==> src/rtl/digit_scan_ctrl.sv <==
// digit_scan_ctrl: multiplexed N-digit 7-segment scan controller with frame-synchronous display update.
// Optional leading-zero blanking is built when LEADING_ZERO_BLANK_EN is defined.
module digit_scan_ctrl #(
    parameter int DIGITS = 8,
    parameter int DIV    = 100000,
    parameter int GAP    = 16
) (
    input  logic                  clk,
    input  logic                  rst_n,
    input  logic                  load,
    input  logic [4*DIGITS-1:0]   value_in,
    input  logic [DIGITS-1:0]     dp_in,
    output logic [3:0]            num,
    output logic                  dp_n,
    output logic [DIGITS-1:0]     digit_sel_n,
    output logic                  frame_done
);
    localparam int CW = $clog2(DIV);
    localparam int IW = DIGITS > 1 ? $clog2(DIGITS) : 1;
    localparam logic [CW-1:0] CNT_MAX = CW'(DIV - 1);
    localparam logic [CW-1:0] GAP_C   = CW'(GAP);
    localparam logic [IW-1:0] IDX_MAX = IW'(DIGITS - 1);

    typedef enum logic {S_GAP, S_SHOW} state_t;

    state_t              state_q, state_d;
    logic [CW-1:0]       cnt_q, cnt_d;
    logic [IW-1:0]       idx_q, idx_d;
    logic [4*DIGITS-1:0] shadow_q, shadow_d, disp_q, disp_d;
    logic [DIGITS-1:0]   sdp_q, sdp_d, ddp_q, ddp_d;
    logic [3:0]          num_d, nib;
    logic                dp_n_d, fd_d, wrap;
    logic [DIGITS-1:0]   sel_d;

    // Load path: shadow takes every load; display copies shadow (or a coincident load) at the frame boundary
    always_comb begin
        shadow_d = load ? value_in : shadow_q;
        sdp_d    = load ? dp_in : sdp_q;
        disp_d   = frame_done ? shadow_d : disp_q;
        ddp_d    = frame_done ? sdp_d : ddp_q;
    end

`ifdef LEADING_ZERO_BLANK_EN
    logic [DIGITS-1:0] blank;
    logic              run;
    // Leading zeros of the upcoming display value, scanning down from the top digit; digit 0 never blanks
    always_comb begin
        run   = 1'b1;
        blank = '0;
        for (int k = DIGITS - 1; k > 0; k--) begin
            run      = run & (disp_d[4*k +: 4] == 4'h0) & ~ddp_d[k];
            blank[k] = run;
        end
    end
`endif

    // Slot counter, digit index, GAP/SHOW transition and the next values of the registered outputs
    always_comb begin
        wrap    = cnt_q == CNT_MAX;
        cnt_d   = wrap ? '0 : cnt_q + 1'b1;
        idx_d   = wrap ? (idx_q == IDX_MAX ? '0 : idx_q + 1'b1) : idx_q;
        state_d = wrap ? S_GAP : (cnt_d == GAP_C ? S_SHOW : state_q);
        fd_d    = (cnt_d == CNT_MAX) && (idx_d == IDX_MAX);
        nib     = disp_d[{idx_d, 2'b00} +: 4];
`ifdef LEADING_ZERO_BLANK_EN
        num_d   = blank[idx_d] ? 4'hF : nib;
`else
        num_d   = nib;
`endif
        dp_n_d  = state_d == S_SHOW ? ~ddp_d[idx_d] : 1'b1;
        sel_d   = state_d == S_SHOW ? ~(DIGITS'(1) << idx_d) : '1;
    end

    // State, storage and output registers with synchronous active-low reset
    always_ff @(posedge clk) begin
        if (!rst_n) begin
            state_q     <= S_GAP;
            cnt_q       <= '0;
            idx_q       <= '0;
            shadow_q    <= '1;
            sdp_q       <= '0;
            disp_q      <= '1;
            ddp_q       <= '0;
            num         <= 4'hF;
            dp_n        <= 1'b1;
            digit_sel_n <= '1;
            frame_done  <= 1'b0;
        end else begin
            state_q     <= state_d;
            cnt_q       <= cnt_d;
            idx_q       <= idx_d;
            shadow_q    <= shadow_d;
            sdp_q       <= sdp_d;
            disp_q      <= disp_d;
            ddp_q       <= ddp_d;
            num         <= num_d;
            dp_n        <= dp_n_d;
            digit_sel_n <= sel_d;
            frame_done  <= fd_d;
        end
    end
endmodule
==> config.mk <==
export PLATFORM = sky130hd
export DESIGN_NAME = digit_scan_ctrl
export DESIGN_NICKNAME = d
export VERILOG_FILES = /design/src/rtl/digit_scan_ctrl.sv
export SDC_FILE = /design/constraint.sdc
export NUM_CORES = 1
export LEC_CHECK = 0
export ABC_AREA = 1
export CORE_MARGIN = 2
export CORE_UTILIZATION = 25
export DETAILED_ROUTE_END_ITERATION = 7
export DONT_BUFFER_PORTS = 1
export HOLD_SLACK_MARGIN = 0.05
export MAX_ROUTING_LAYER = met4
export PLACE_DENSITY = 0.38
export SETUP_SLACK_MARGIN = 0.5
export SLEW_MARGIN = 20
export SYNTH_ARGS = -nofsm -noshare
export SYNTH_HDL_FRONTEND = slang
export SYNTH_SLANG_ARGS = --single-unit
==> constraint.sdc <==
create_clock -name clk -period 1.6 [get_ports clk]
set_input_delay 0.32 -clock clk [delete_from_list [all_inputs] [get_ports clk]]
set_output_delay 0.32 -clock clk [all_outputs]
set_load 0.01 [all_outputs]
==> results.toml, run 1 <==
[sta]
layout_min_cycle_time_ns = 2.017
setup-violations-final = 18
fin_tns_setup_ns = -5.632
skew_ns = 0.01605
hold_viol_final = 20
fin_ws_ns = -0.4167
whs_ns = -0.03243
max_freq_ghz = 0.4959
fin_crit_sh = 1.260
rsz0062_at_grt = "true"
worst_pin_slew_ns = 0.3760
drv_slew = 0
slew_headroom = 0.7422

[route]
drc = 0
detail-route-antenna-nets = 0
firstDrtPassIters = 6
vias_per_cell = 4.260
drtIter0Drc = 146
vias = 4375
postRouteWirelength_mm = 14.64
wl_per_cell_um = 14.26

[layout]
n_antenna_cell = 0
drive_gt1_frac = 0.4134
synthToLayoutAreaGrowth_pct = 52.66
fin_cells = 1027
final_nets = 795
fillerInstances = 2033

[min_path]
hold_class = "in2reg"
min_path_cells = 1

[floorplan]
fp.dieH_um = 144.5
rows = 51
dieArea_um2 = 20880
io_pins = 57
coreArea_um2 = 19400
start_util = 0.2544
die_w_um = 144.5

[global_route]
use_met2 = 0.2155
grt.total_usage = 0.1450
grt_busiest_layer = "met2"
grt_pass1_vias = 4235
use_met1 = 0.1799
grt_overflow = 0
grt_pass1_wl_mm = 22.14
grt_util_met3 = 0.05033
grt_start_max_net_pins = 44
antenna_found_initial = 0

[synth]
postSynthCellCount = 645
synth_nets = 691
seq_area_frac_synth = 0.4665
syn-cell-area_um2 = 4935
synth_edf_count = 0
yosysWarnings = 0
synthArstFlopShare = 0
synth.area.top_cells = "dfxtp_1 (47%), nand2_1 (13%), mux2i_1 (7.9%)"
ys_ff_latch = 115
synthDistinctLibCells = 32
postSynthAreaPerCell_um2 = 7.651
synth_top_cell_area_share = 0.4665
synth_top_flop_cell = "dfxtp_1"
netlist.top_cell.by_area = "dfxtp_1"

[critical_path]
worstPathRequired_ns = 1.91
start_kind = "flop"
cpPeakStageDelay_ns = 0.35
endpoint_kind = "flop"
crit_fanout = 6
crit_chain = "ha_4 > nand2_2 > inv_2 > nand2_4 > buf_6 > nor2_4 > buf_4 > nand3b_1 > nand2_8 > nor2_8 > buf_12 > nand2_1 > nand2_1 > nor3_2 > nor2_1"
critPathKind = "reg2reg"
arrival_ns = 2.32
cpMaxStageDelayCell = "dfxtp_2"
r2r_cells = 15
critPathMostFrequentCell = "nand2_1"

[power_and_ir_drop]
p_total_mw = 6.965
pwr_density_cell_nw_per_um2 = 924.5
ir_drop_uv = 783.9
p_leak_nw = 3.217

[placement]
dp.cells = 966
portBuffers = 0
gp_congestion = 0.8664
place_hpwl_mm = 10.25
pre_cts_ws_ns = -0.5693

[clock_network]
numCtsBuffers = 17
cts.sinks = 115
cts_max_level = 4
cts_tree = "done"
cts_root_buf = "clkbuf_16"
cts_buffer_depth = 2
path_clk_slew_ns = 0.06
clock_latency_ns = 0.43

[run_status]
status = "finished with violations"
violations = "hold timing, setup timing"

[run]
max_cap_violations = 0
-- power by group --
group | leakage, nW | internal (mW) | switching [mW]
registers | 0.938 | 2.92 | 0.0211
clock network | 0.274 | 2.34 | 1.41
logic | 2.00 | 0.128 | 0.157
total | 3.22 | 5.38 | 1.58
-- worst max-delay path, delay by kind of cell, from the launching register on --
family	cells	cell delay, ns
AND/OR/NAND/NOR	10	0.95
flip-flops	1	0.35
adder cells (fa/ha/maj)	1	0.14
buffers and inverters	4	0.47
-- layout make-up --
cell class	count	area [um2]	share of cell area
Multi-Input combinational cell	461	3028	0.4019
Sequential cell	115	2352	0.3122
Timing Repair Buffer	108	1017	0.1350
Clock buffer	21	450.4	0.05979
Tap cell	265	331.6	0.04401
Inverter	45	210.2	0.02790
Clock inverter	11	127.6	0.01694
Timing Repair inverter	1	16.27	0.002159
-- cell usage after synthesis (all sizes together) (5+ instances only) --
library cell	count
buf	7
or2	24
o21ai	45
nand2	187
nor2	100
dfxtp	115
clkbuf	18
inv	42
nand4	5
nand3	37
nor3	7
mux2i	39
-- metal layers --
metal  share of wire  vias to the layer above  routed length, um
met3           0.053                       22                783
met4           0.025                        0                373
li1                -                     2262                  -
met5               0                        -                  0
met1            0.47                     2010               6835
met2            0.45                       81               6652
-- worst paths after layout --
check / from / end / slack, ns
setup / recovery: cnt_q[0] / num[0] / -0.42
hold / removal: rst_n / shadow_q[30] / -0.03
setup reg to reg: cnt_q[0] / num[0] / -0.42
hold reg to reg: disp_q[23] / disp_q[23] / 0.45
-- flip-flops by register name, indices dropped and copies added (netlist names) --
name,flops
sdp_q,8
frame_done,1
ddp_q,8
disp_q,32
dp_n,1
shadow_q,32
digit_sel_n,8
cnt_q,17
num,4
idx_q,3
state_q,1
-- placed cells by master, fill, tap and decap left out, types with 23 or more instances in the layout --
master | Yosys | routed
inv_1 | 35 | 30
mux2i_1 | 39 | 35
or2_4 | 0 | 24
nand2_4 | 6 | 24
dfxtp_1 | 115 | 95
nand3_1 | 36 | 25
buf_6 | 0 | 23
nand2_1 | 174 | 139
buf_4 | 0 | 75
nor2_1 | 92 | 79
-- through the flow --
stage                 util  hold slack [ns]  cell area (um2)
CTS                 0.3547         -0.03798             6882
global route        0.3884         -0.04538             7533
global placement    0.3064           0.4023             5943
detailed placement  0.3064           0.4036             5943
finish              0.3884         -0.03243             7533
floorplan                -           0.4204             5177
-- repair_timing --
item	in CTS	in global routing
resized for setup	74	130
gates cloned	1	4
endpoints found under the setup margin	70	85
pin swaps	32	22
endpoints found under the hold margin	41	41
setup buffers	15	9
-- kinds of logic after synthesis --
group / after synthesis / synth area share
AO/OA/AOI/OAI: 52 / 0.05502
XOR/XNOR: 3 / 0.005326
multiplexers: 41 / 0.08367
flip-flops: 115 / 0.4665
AND/OR/NAND/NOR: 361 / 0.3268
adder cells (fa/ha/maj): 3 / 0.007607
buffers and inverters: 70 / 0.05502
Note: power is estimated with default switching activity, not from simulation.
==> run 2: changes to the inputs <==
--- a/config.mk
+++ b/config.mk
@@ -10,6 +10,7 @@
 export CORE_UTILIZATION = 25
 export DETAILED_ROUTE_END_ITERATION = 7
 export DONT_BUFFER_PORTS = 1
+export GPL_TIMING_DRIVEN = 0
 export HOLD_SLACK_MARGIN = 0.05
 export MAX_ROUTING_LAYER = met4
 export PLACE_DENSITY = 0.38
==> run 2 against run 1 <==
Compared with the run above: the flow finishes with violations (setup timing); highest routed layer unchanged; worst setup slack improved by 0.040 ns; clock power increased by 5%; clock-buffer cell count shrank 1; clock skew down 0.0091 ns; register-to-register slack better by 0.04 ns; utilization is 1.2 points higher.
==> results.toml, run 2 (synthesized netlist as in run 1, its figures left out) <==
[sta]
fin_crit_sh = 1.235
slew_headroom = 0.5082
drv_slew = 0
layout_min_cycle_time_ns = 1.976
setup-violations-final = 20
max_freq_ghz = 0.5060
hold_viol_final = 0
worst_pin_slew_ns = 0.7376
fin_ws_ns = -0.3762
skew_ns = 0.006984
rsz0062_at_grt = "true"
fin_tns_setup_ns = -5.447

[run]
max_cap_violations = 0

[power_and_ir_drop]
swShare = 0.2326
p_leak_nw = 3.281
intPower_mw = 5.555
pwr_density_cell_nw_per_um2 = 932.6
combPwrFrac = 0.051
ir_drop_uv = 648.2
p_switching_mw = 1.684
seq_power_share = 0.406
p_clk_frac = 0.542

[critical_path]
timing.rr.end = "num[2]"
reg2reg_setup_slack_ns = -0.38
endpoint_kind = "flop"
r2r-start = "cnt_q[1]"
cpPeakStageDelay_ns = 0.36
worstPathRequired_ns = 1.95
endpoint = "num[2]"
r2r_cells = 13
path_buf_inv = 3
cpMaxStageDelayCell = "dfxtp_2"
crit_fanout = 8
critPathKind = "reg2reg"
cp.depth = 13
critPathTopFamily = "simple AND/OR/NAND/NOR gates"
arrival_ns = 2.32
cp-startpoint = "cnt_q[1]"
crit_chain = "ha_4 > nand2_2 > inv_2 > nand2_4 > nor2_4 > buf_4 > nand3b_1 > nand2_8 > buf_12 > nand2_8 > o21ai_0 > nor2_1 > nor2_1"
start_kind = "flop"

[floorplan]
rows = 51
fp.dieH_um = 144.5
dieArea_um2 = 20880
io_pins = 57
die_w_um = 144.5
coreArea_um2 = 19400
start_util = 0.2544

[clock_network]
path_clk_slew_ns = 0.06
numCtsBuffers = 17
cts_buffer_depth = 2
clock_latency_ns = 0.43
cts_tree = "done"
cts_max_level = 4
cts.sinks = 115
cts_root_buf = "clkbuf_16"

[min_path]
hold_class = "in2reg"
min_path_cells = 2
holdCritStartpoint = "value_in[19]"

[placement]
place_hpwl_mm = 10.36
gp_congestion = 0.8197
portBuffers = 0
place_area_um2 = 5509

[global_route]
grt.total_usage = 0.1552
grt_pass1_wl_mm = 23.02
grt_overflow = 0
grt_start_max_net_pins = 17
antenna_found_initial = 0
grt_pass1_vias = 4162

[route]
postRouteWirelength_mm = 15.38
vias = 4254
drtIter0Drc = 203
firstDrtPassIters = 4
drc = 0
wl_per_cell_um = 15.61
detail-route-antenna-nets = 0
vias_per_cell = 4.319

[layout]
n_antenna_cell = 0
final_cell_mix = "nand2_1 (121), dfxtp_1 (89), nor2_1 (71)"
final_area_um2 = 7761
drive_gt1_frac = 0.4444
final_nets = 753
mostFrequentLayoutCell = "nand2_1"
reg_top3 = "disp_q (32), shadow_q (32), cnt_q (17)"
regArea_um2 = 2357
fillerInstances = 1948
synthToLayoutAreaGrowth_pct = 57.28
multi_input_area_um2 = 3401

[run_status]
violations = "setup timing"
status = "finished with violations"
## run 2: cell types whose count changed in the layout (fill, tap and decap cells not counted), sizes merged
cell,previous run,this run
clkinv,8,10
bufinv,2,3
inv,44,43
clkbuf,23,42
buf,106,44
clkinvlp,3,2
## run 2: routing by layer
layer,wire (um),global-route usage,share of wire
met3,574,0.03642,0.037
met1,7342,0.2007,0.48
met4,257,0.05519,0.017
met2,7205,0.2377,0.47
met5,0,-,0
## run 2: final cells by class
| cell class | count | area share |
|---|---|---|
| buffer | 25 | 0.04514 |
| timing repair inverter | 1 | 0.002096 |
| inverter | 45 | 0.02644 |
| clock inverter | 12 | 0.02015 |
| clock buffer | 20 | 0.05755 |
| tap | 265 | 0.04272 |
| sequential | 115 | 0.3037 |
| timing repair buffer | 41 | 0.06400 |
| multi-input combinational | 461 | 0.4382 |
## run 2: stage by stage
stage	total power, mW	hold slack [ns]	util	cells	setup WS, ns
detailed placement	3.330	0.4531	0.2840	910	-0.5734
floorplan	3.246	0.4204	-	645	-0.03231
finish	7.238	0.06861	0.4001	985	-0.3762
global route	7.486	0.07691	0.4001	985	-0.5045
global placement	3.325	0.4429	0.2840	910	-0.5627
CTS	7.291	0.04542	0.3650	961	-0.3517
## run 2: how the worst min path moves through the flow
stage | endpoint | slack [ns]
6_report | shadow_q[19] | 0.07
5_1_grt | shadow_q[24] | 0.08
4_1_cts | shadow_q[19] | 0.05
3_5_place_dp | disp_q[10] | 0.45
3_3_place_gp | disp_q[23] | 0.44
2_1_floorplan | disp_q[23] | 0.42
## run 2: timing repair
| item | in CTS | in global routing |
|---|---|---|
| pin swaps | 32 | 41 |
| buffers inserted | 13 | 22 |
| resized for setup | 201 | 114 |
| hold endpoints to repair | 3 | 0 |
| cloned | 6 | 2 |
| endpoints found under the setup margin | 82 | 84 |
## run 2: power groups by stage
stage	sequential, mW	clock, mW	combinational, mW
after global placement	3.01	0	0.310
after global routing	2.95	4.13	0.412
final	2.94	3.93	0.371
after CTS	2.95	4.00	0.341
after detailed placement	3.02	0	0.314
after floorplan	3.01	0	0.234
==> run 3: changes to the inputs <==
--- a/config.mk
+++ b/config.mk
@@ -13,7 +13,7 @@
 export GPL_TIMING_DRIVEN = 0
 export HOLD_SLACK_MARGIN = 0.05
 export MAX_ROUTING_LAYER = met4
-export PLACE_DENSITY = 0.38
+export PLACE_DENSITY = 0.36
 export SETUP_SLACK_MARGIN = 0.5
 export SLEW_MARGIN = 20
 export SYNTH_ARGS = -nofsm -noshare
==> constraint.sdc (replaced) <==
create_clock -name clk -period 2.3 [get_ports clk]
set_input_delay 0.46 -clock clk [delete_from_list [all_inputs] [get_ports clk]]
set_output_delay 0.46 -clock clk [all_outputs]
set_load 0.02 [all_outputs]
==> run 3 against run 2 <==
Compared with the run above: the flow now finishes without violations; largest power group unchanged; die area is the same; clock-buffer cell count is 2 higher; total power decreased by 36%; first-iteration DRC count down 10%; sequential share of layout area increased by 6.6 points; sequential power is 30% lower; clock power fell by 39%; worst hold slack better by 0.12 ns; largest cell class unchanged.
==> results.toml, run 3 (synthesized netlist as in run 1, its figures left out) <==
[run_status]
status = "completed"

[layout]
fin_cells = 959
mostFrequentLayoutCell = "nand2_1"
reg_top3 = "disp_q (32), shadow_q (32), cnt_q (17)"
final_cell_mix = "nand2_1 (162), dfxtp_1 (105), nor2_1 (81)"
drive_gt1_frac = 0.2421
final_util = 0.3223
fillerInstances = 2108
final_nets = 730
synthToLayoutAreaGrowth_pct = 26.70
n_antenna_cell = 0

[clock_network]
numCtsBuffers = 17
cts_max_level = 4
path_clk_slew_ns = 0.05
cts_tree = "done"
clock_latency_ns = 0.42
cts_buffer_depth = 2
cts.sinks = 115
ctsHoldBuffers = 0
cts_root_buf = "clkbuf_16"

[sta]
hold_viol_final = 0
skew_ns = 0.01494
drv_slew = 0
rsz0062_at_grt = "true"
setup-violations-final = 0
worst_pin_slew_ns = 0.7961
max_freq_ghz = 0.5240
fin_tns_setup_ns = 0
layout_min_cycle_time_ns = 1.908
fin_ws_ns = 0.3916
fin_crit_sh = 0.8297
slew_headroom = 0.4693

[critical_path]
arrival_ns = 2.20
cp-startpoint = "cnt_q[5]"
critPathKind = "reg2reg"
worstPathRequired_ns = 2.59
path_buf_inv = 0
reg2reg_setup_slack_ns = 0.39
endpoint_kind = "flop"
start_kind = "flop"
r2r-start = "cnt_q[5]"
crit_chain = "nor2_1 > nand2_1 > nor2_4 > nand2_4 > nand2_2 > nand2_1 > nor2_1 > nand3_1 > nor2_2 > nand2_2 > nand2_4 > nand3_2"
r2r_cells = 12
cpMaxStageDelayCell = "dfxtp_2"
crit_fanout = 7
cp.depth = 12
critPathTopFamily = "simple AND/OR/NAND/NOR gates"
cpPeakStageDelay_ns = 0.35

[global_route]
grt_overflow = 0
grt_start_max_net_pins = 17
grt_pass1_vias = 3982
grt_pass1_wl_mm = 22.18
grt.total_usage = 0.1485
antenna_found_initial = 0

[placement]
portBuffers = 0
pre_cts_ws_ns = 0.09466
place_hpwl_mm = 10.26
dp.cells = 910
gp_congestion = 0.7957

[floorplan]
coreArea_um2 = 19400
start_util = 0.2544
io_pins = 57
die_w_um = 144.5
dieArea_um2 = 20880
rows = 51
fp.dieH_um = 144.5

[route]
vias = 4056
postRouteWirelength_mm = 14.17
detail-route-antenna-nets = 0
drc = 0
firstDrtPassIters = 4
wl_per_cell_um = 14.78
drtIter0Drc = 182
vias_per_cell = 4.229

[min_path]
hold_class = "in2reg"
min_path_cells = 2
holdCritStartpoint = "value_in[23]"

[power_and_ir_drop]
p_leak_nw = 2.719
ir_drop_uv = 410.2
p_total_mw = 4.663
pwr_density_cell_nw_per_um2 = 745.8

[run]
max_cap_violations = 0
[run 3: worst paths after layout]
| check | to |
|---|---|
| max reg2reg | digit_sel_n[4] |
| min reg2reg | disp_q[10] |
| min | shadow_q[23] |
| max | digit_sel_n[4] |
[run 3: timing repair]
action                     4_1_cts  5_1_grt
setup endpoints to repair       36       53
buffers inserted                16        3
pin swaps                       19       19
resized for setup               59       38
cloned                           1        0
[run 3: routing by layer]
metal | vias to the layer above | track usage | share of wire
li1 | 2129 | - | -
met1 | 1839 | 0.1953 | 0.50
met2 | 70 | 0.2098 | 0.43
met3 | 18 | 0.04470 | 0.048
met4 | 0 | 0.06541 | 0.025
met5 | - | - | 0
[run 3: layout make-up]
| class | count | area, um2 | share of cell area |
|---|---|---|---|
| sequential | 115 | 2315 | 0.3702 |
| inverter | 45 | 188.9 | 0.03022 |
| timing repair buffer | 19 | 155.1 | 0.02481 |
| tap | 265 | 331.6 | 0.05303 |
| multi-input combinational | 461 | 2626 | 0.4201 |
| clock inverter | 7 | 60.06 | 0.009606 |
| clock buffer | 22 | 464.2 | 0.07424 |
| buffer | 25 | 111.4 | 0.01781 |
[run 3: where the power goes]
part / switching, mW / total [mW] / internal [mW]
Combinational: 0.129 / 0.199 / 0.0700
Clock: 0.899 / 2.41 / 1.51
Sequential: 0.0147 / 2.06 / 2.04
[run 3: stage by stage]
step | hold slack, ns | instance area (um2)
5_1_grt | 0.2045 | 6252
2_1_floorplan | 0.4243 | 4935
4_1_cts | 0.1894 | 6101
3_3_place_gp | 0.4413 | 5266
6_report | 0.1932 | 6252
3_5_place_dp | 0.4495 | 5266
